File: src/rtl/uart_pkg.sv
// Shared UART definitions: receiver/transmitter FSM states and the baud divider computation.
package uart_pkg;

   typedef enum logic [1:0] {
      IDLE,
      START,
      DATA,
      STOP
   } uart_state_t;

   // Clock cycles per bit, truncated.
   function automatic int calc_scale(input int clk_mhz, input int baud);
      return (clk_mhz * 1000 * 1000) / baud;
   endfunction

endpackage

File: src/rtl/multi_push_multi_pop_fifo.sv
// Circular buffer accepting up to NI pushes and NO pops per cycle; the oldest NO
// entries are visible in parallel on o_data, element 0 oldest.
module multi_push_multi_pop_fifo #(
   parameter int W  = 8,
   parameter int D  = 4,
   parameter int NI = 1,
   parameter int NO = 4,
   localparam int CW  = $clog2(D + 1),
   localparam int PIW = $clog2(NI + 1),
   localparam int POW = $clog2(NO + 1),
   localparam int PW  = (D > 1) ? $clog2(D) : 1
) (
   input  logic            clk,
   input  logic            rst,
   input  logic [PIW-1:0]  i_push,
   input  logic [NI*W-1:0] i_data,
   output logic [CW-1:0]   o_can_push,
   input  logic [POW-1:0]  i_pop,
   output logic [POW-1:0]  o_can_pop,
   output logic [NO*W-1:0] o_data
);

   logic [W-1:0]   r_mem [D];
   logic [PW-1:0]  r_rd_ptr, r_wr_ptr;
   logic [CW-1:0]  r_count;
   logic [POW-1:0] w_pop_eff;
   logic [PIW-1:0] w_push_eff;

   function automatic logic [PW-1:0] wrap_add(input logic [PW-1:0] base, input int off);
      return PW'((int'(base) + off) % D);
   endfunction

   assign o_can_pop  = (int'(r_count) > NO) ? POW'(NO) : POW'(r_count);
   // Over-sized pop requests are ignored rather than clipped.
   assign w_pop_eff  = (i_pop <= o_can_pop) ? i_pop : '0;
   // Space counts entries freed by this cycle's pop, so a full buffer can
   // accept a push in the same cycle it is popped.
   assign o_can_push = CW'(D - int'(r_count) + int'(w_pop_eff));
   assign w_push_eff = (int'(i_push) <= int'(o_can_push)) ? i_push : '0;

   always_ff @(posedge clk) begin
      if (rst) begin
         r_rd_ptr <= '0;
         r_wr_ptr <= '0;
         r_count  <= '0;
      end else begin
         r_rd_ptr <= wrap_add(r_rd_ptr, int'(w_pop_eff));
         r_wr_ptr <= wrap_add(r_wr_ptr, int'(w_push_eff));
         r_count  <= CW'(int'(r_count) + int'(w_push_eff) - int'(w_pop_eff));
      end
   end

   always_ff @(posedge clk) begin
      for (int i = 0; i < NI; i++) begin
         if (!rst && i < int'(w_push_eff)) begin
            r_mem[wrap_add(r_wr_ptr, i)] <= i_data[i*W +: W];
         end
      end
   end

   generate
      for (genvar gi = 0; gi < NO; gi++) begin : g_rd
         assign o_data[gi*W +: W] = r_mem[wrap_add(r_rd_ptr, gi)];
      end
   endgenerate

endmodule

File: src/rtl/uart_rx_reader.sv
// Serial line decoder: synchronizes rx, finds start bits, samples mid-bit and
// emits a one-cycle valid (or framing error) at the stop-bit sample.
module uart_rx_reader
   import uart_pkg::*;
#(
   parameter int CLK_MHZ = 50,
   parameter int BAUD    = 9600
) (
   input  logic       clk,
   input  logic       rst,
   input  logic       i_rx,
   output logic       o_valid,
   output logic [7:0] o_data,
   output logic       o_frame_err
);

   localparam int SCALE = calc_scale(CLK_MHZ, BAUD);
   localparam int CW    = (SCALE > 2) ? $clog2(SCALE) : 1;
   localparam logic [CW-1:0] HALF_M1 = CW'(SCALE / 2 - 1);
   localparam logic [CW-1:0] FULL_M1 = CW'(SCALE - 1);

   logic          r_sync1, r_sync2, r_prev;
   uart_state_t   r_state, w_state_next;
   logic [CW-1:0] r_cnt, w_cnt_next;
   logic [2:0]    r_idx, w_idx_next;
   logic [7:0]    r_shift, w_shift_next;
   logic          w_tick;

   always_ff @(posedge clk) begin
      if (rst) begin
         r_sync1 <= 1'b1;
         r_sync2 <= 1'b1;
         r_prev  <= 1'b1;
         r_state <= IDLE;
         r_cnt   <= '0;
         r_idx   <= '0;
         r_shift <= '0;
      end else begin
         r_sync1 <= i_rx;
         r_sync2 <= r_sync1;
         r_prev  <= r_sync2;
         r_state <= w_state_next;
         r_cnt   <= w_cnt_next;
         r_idx   <= w_idx_next;
         r_shift <= w_shift_next;
      end
   end

   assign w_tick = (r_cnt == '0);
   assign o_data = r_shift;

   always_comb begin
      w_state_next = r_state;
      w_cnt_next   = r_cnt;
      w_idx_next   = r_idx;
      w_shift_next = r_shift;
      o_valid      = 1'b0;
      o_frame_err  = 1'b0;
      case (r_state)
         IDLE: begin
            // Falling edge needs a high previous sample, so after a framing
            // error the line must return high before a new frame can start.
            if (r_prev && !r_sync2) begin
               w_cnt_next   = HALF_M1;
               w_state_next = START;
            end
         end
         START: begin
            if (w_tick) begin
               if (!r_sync2) begin
                  w_state_next = DATA;
                  w_cnt_next   = FULL_M1;
                  w_idx_next   = '0;
               end else begin
                  w_state_next = IDLE;
               end
            end else begin
               w_cnt_next = r_cnt - CW'(1);
            end
         end
         DATA: begin
            if (w_tick) begin
               w_shift_next = {r_sync2, r_shift[7:1]};
               w_cnt_next   = FULL_M1;
               if (r_idx == 3'd7) begin
                  w_state_next = STOP;
               end else begin
                  w_idx_next = r_idx + 3'd1;
               end
            end else begin
               w_cnt_next = r_cnt - CW'(1);
            end
         end
         STOP: begin
            if (w_tick) begin
               w_state_next = IDLE;
               o_valid      = r_sync2;
               o_frame_err  = !r_sync2;
            end else begin
               w_cnt_next = r_cnt - CW'(1);
            end
         end
         default: w_state_next = IDLE;
      endcase
   end

endmodule

File: src/rtl/uart_rx_module.sv
// UART receiver: line decoder feeding a multi-pop byte buffer, with sticky
// framing-error and overrun flags.
module uart_rx_module
   import uart_pkg::*;
#(
   parameter int DEPTH    = 4,
   parameter int N        = 4,
   parameter int clk_mhz  = 50,
   parameter int boadrate = 9600
) (
   input  logic                   clk,
   input  logic                   rst,
   input  logic                   rx,
   input  logic [$clog2(N+1)-1:0] pop,
   output logic [$clog2(N+1)-1:0] can_pop,
   output logic [N*8-1:0]         data_o,
   input  logic                   clr_err,
   output logic                   frame_err,
   output logic                   overrun
);

   logic                       w_valid;
   logic [7:0]                 w_data;
   logic                       w_ferr;
   logic [$clog2(DEPTH+1)-1:0] w_can_push;
   logic [0:0]                 w_push;
   logic                       w_drop;
   logic                       r_frame_err, r_overrun;

   uart_rx_reader #(
      .CLK_MHZ (clk_mhz),
      .BAUD    (boadrate)
   ) u_reader (
      .clk         (clk),
      .rst         (rst),
      .i_rx        (rx),
      .o_valid     (w_valid),
      .o_data      (w_data),
      .o_frame_err (w_ferr)
   );

   assign w_push = w_valid && (w_can_push != '0);
   assign w_drop = w_valid && (w_can_push == '0);

   multi_push_multi_pop_fifo #(
      .W  (8),
      .D  (DEPTH),
      .NI (1),
      .NO (N)
   ) u_fifo (
      .clk        (clk),
      .rst        (rst),
      .i_push     (w_push),
      .i_data     (w_data),
      .o_can_push (w_can_push),
      .i_pop      (pop),
      .o_can_pop  (can_pop),
      .o_data     (data_o)
   );

   // A new error in the same cycle as clr_err wins.
   always_ff @(posedge clk) begin
      if (rst) begin
         r_frame_err <= 1'b0;
         r_overrun   <= 1'b0;
      end else begin
         if (w_ferr)       r_frame_err <= 1'b1;
         else if (clr_err) r_frame_err <= 1'b0;
         if (w_drop)       r_overrun <= 1'b1;
         else if (clr_err) r_overrun <= 1'b0;
      end
   end

   assign frame_err = r_frame_err;
   assign overrun   = r_overrun;

endmodule

File: config.mk
export PLATFORM = sky130hd
export DESIGN_NAME = uart_rx_module
export DESIGN_NICKNAME = d
export VERILOG_FILES = /design/src/rtl/uart_pkg.sv /design/src/rtl/multi_push_multi_pop_fifo.sv /design/src/rtl/uart_rx_reader.sv /design/src/rtl/uart_rx_module.sv
export SDC_FILE = /design/constraint.sdc
export NUM_CORES = 1
export LEC_CHECK = 0
export BUFFER_PORTS_ARGS = -buffer_cell sky130_fd_sc_hd__buf_2
export CORE_MARGIN = 2
export CORE_UTILIZATION = 53
export CTS_BUF_LIST = sky130_fd_sc_hd__clkbuf_16
export DETAILED_ROUTE_END_ITERATION = 8
export PLACE_DENSITY_LB_ADDON = 0.12
export SYNTH_ARGS = -nofsm -noshare
export SYNTH_HDL_FRONTEND = slang
export SYNTH_SLANG_ARGS = --single-unit
File: constraint.sdc
create_clock -name clk -period 4 [get_ports clk]
set_clock_uncertainty 0.15 [all_clocks]
set_input_delay 0.4 -clock clk [delete_from_list [all_inputs] [get_ports clk]]
set_output_delay 0.4 -clock clk [all_outputs]
set_load 0.01 [all_outputs]
==> results.md <==
- DRC errors left: 0
- Worst path slowest cell: dfxtp_1
- Hold Vio Cnt, Final: 0
- Asr flop ratio synth: 0
- CP peak stage delay: 0.34 ns
- Detail Route Antenna Nets: 0
- Area contributors post-synth: edfxtp_1 (24%), dfxtp_1 (19%), mux4_2 (18%)
- Kind of critical path: flip-flop to flip-flop
- Most common cell after layout, fill and taps aside: buf_2
- Clk Latency, worst-skew pair: 0.33 ns
- Total nets after synthesis: approximately 370
- First-pass GRT wire length: 12900 um
- RSZ-0062 raised after global routing: false
- Post-DR vias/cell: around 5.8
- Worst Hold Class: input pin to flip-flop
- Pwr/cell area: around 600 mW/mm^2
- TritonCTS clock tree: yes
- CTS Sinks: 70
- Crit path top cell by count: ha_1
- Number of global-route vias before repair: roughly 2600
- Synthesized netlist cell count: approximately 350
- Status: finished, final reports clean
- Number of max-cap violations: 0
- Post-synth EDFFs: 32
- Die width: roughly 90 um
- Critical path peak fanout: 8
- Slew @ Worst Pin: roughly 0.95 ns
- Commonest non-fill, non-tap cells in the layout: buf_2 (43), nand2_1 (38), dfxtp_1 (37), mux4_2 (32), edfxtp_1 (32)
- Routed len/inst: 15.7 um
- Max Root-Sink Buffers: 2
- Mapped Area: slightly below 0.004 sq mm
- Die area: 0.00811 sq mm
- Fmax: 270 MHz
- Via count: approximately 2900
- CP cell instances: inv_1, nand2_1, ha_1, nor2b_1, o21a_1, o21bai_2, nand2_1, ha_1, ha_1, xnor2_1, xnor2_1, and3_1, o211a_1, nor4b_1, buf_4
- Delay-heaviest family, CP: simple AND/OR/NAND/NOR gates
- Share of layout cells above drive strength 1: 0.283
- Initial detailed-routing violation count: between 150 and 200
- Crit path required time: a little under 4 ns
- Dominant synthesized flop cell: dfxtp_1
- Synth area leader: edfxtp_1
- Setup violators final: 0
- Maximum number of pins on one net before global-route repair: 38
- Htree depth: 3
- Pins Over Slew Limit: 0
- Nets: 412
- Root Buffer: clkbuf_16
- Worst hold slack: 0.107 ns
- Fraction of the yosys area taken by sequential cells: 0.438
- Synth warnings: 0
- DP HPWL: approximately 5500 um
- Initial Utilization: 0.544
- Startpoint Class: flip-flop
- Layout Utilization: 0.624
- DIE HEIGHT: 90.1 um
- GRT Total Usage: 0.197
- Worst Path Buf+Inv: 2
- Worst vdd ir: around 0.32 mV
- First-pass iteration count of the detailed router: 4
- CP arrival: ~3.6 ns
- Synth cell types: 54
- Synthesis-stage register bit count: 70
- Worst-path clk slew: 0.06 ns
- Avg Cell Area, Syn: between 10 and 15 sq um
- CP Capture Type: flip-flop
- # fillers: slightly below 600
- Initial antenna violation count: 0
- # port buffers: 43
- Slew headroom: 0.368
- Crit path time final: 3.70 ns
- Final period util: 0.925
- Gpl congestion: 0.862
- Total wire length: around 7700 um
- Synth top area share: 0.245
- Core ar.: a little over 0.007 sq mm
- Synth-to-layout area growth: 14.7%
- CTS Buf Count: 9
- Grt ovf: 0
- Ant. Diodes: 0
- Setup TNS: 0 ns
- # rows: 31
- Leak: 1.68 nW
- Top Ports: 44
==> routing by layer <==
| layer | share of wire | GRT usage | vias to the layer above |
|---|---|---|---|
| met5 | 0 | 0 | - |
| met4 | 0.019 | 0.0603 | 0 |
| met3 | 0.033 | 0.0402 | 13 |
| met2 | 0.47 | 0.310 | 66 |
| met1 | 0.47 | 0.279 | 1376 |
| li1 | - | - | 1403 |
==> state kept, by name, indices dropped and copies added (netlist names), 2 cells and up, named ones only <==
signal and flops:
u_fifo.r_wr_ptr 2, u_reader.r_idx 3, u_reader.r_cnt 13, u_fifo.r_count 3
u_fifo.r_rd_ptr 2, u_fifo.r_mem 32, u_reader.o_data 8
==> report_power, final <==
part | leakage [nW] | switching (mW) | internal, mW
logic | 0.945 | 0.580 | 0.544
registers | 0.606 | 0.0914 | 0.788
clock network | 0.130 | 0.287 | 0.414
total | 1.68 | 0.958 | 1.75
==> kinds of logic after synthesis <==
logic type | synth area share
AOI/OAI and AO/OA | 0.104
xor gates and xnor gates | 0.0134
adders and majority gates | 0.0593
buffers and inverters | 0.0376
DFF | 0.438
muxes | 0.194
and+or+nand+nor | 0.154
==> cell type report <==
cell class	count	area, sq um	area share
Inverter	18	67.6	0.0150
Clock inverter	7	41.3	0.00917
Tap cell	99	124	0.0275
Multi-Input combinational cell	239	2060	0.458
Sequential cell	70	1720	0.383
Clock buffer	9	225	0.0500
Timing Repair Buffer	49	260	0.0578
==> timing repair <==
| item | CTS | global route |
|---|---|---|
| hold buffers | 0 | 0 |
| resized for setup | 0 | 1 |
| setup buffers | 0 | 0 |
| setup endpoints to repair | 0 | 8 |
==> metrics by stage <==
step | setup WS (ns) | std cells | total power [mW] | instance area, sq um
CTS | 0.234 | 491 | 2.72 | 4500
global route | 0.0919 | 491 | 2.88 | 4500
detailed placement | 0.248 | 475 | 2.01 | 4230
global placement | 0.340 | 475 | 1.99 | 4230
floorplan | -0.0824 | 348 | 1.74 | 3930
finish | 0.301 | 491 | 2.70 | 4500
==> path summary, 6_finish.rpt <==
path	from	end	slack, ns	cells after the start
worst max-delay path	u_fifo.r_count[2]	u_fifo.r_mem[1][2]	0.30	15
worst min-delay path	rx	u_reader.r_sync1	0.11	2
worst max register to register	u_fifo.r_count[2]	u_fifo.r_mem[1][2]	0.30	15
worst min register to register	u_reader.r_sync1	u_reader.r_sync2	0.26	1
==> synthesized netlist by cell type, drive strengths merged, types with 2 or more instances <==
| library cell | instances |
|---|---|
| o31a | 2 |
| nand3 | 5 |
| buf | 4 |
| or2 | 5 |
| nand4 | 4 |
| nor4 | 5 |
| mux4 | 32 |
| dfxtp | 38 |
| inv | 18 |
| a32o | 3 |
| ha | 17 |
| edfxtp | 32 |
| and3 | 3 |
| mux2i | 3 |
| nand2b | 2 |
| a31oi | 2 |
| and2 | 4 |
| a21oi | 28 |
| or3b | 4 |
| nand2 | 38 |
| clkbuf | 17 |
| o21ai | 11 |
| nor3 | 7 |
| o21a | 2 |
| o32ai | 2 |
| nor2 | 18 |
| or4 | 2 |
| nor4b | 2 |
| a211oi | 2 |
| nor2b | 6 |
| or3 | 5 |
| xnor2 | 5 |
| o31ai | 3 |
Note: power is estimated with default switching activity, not from simulation.
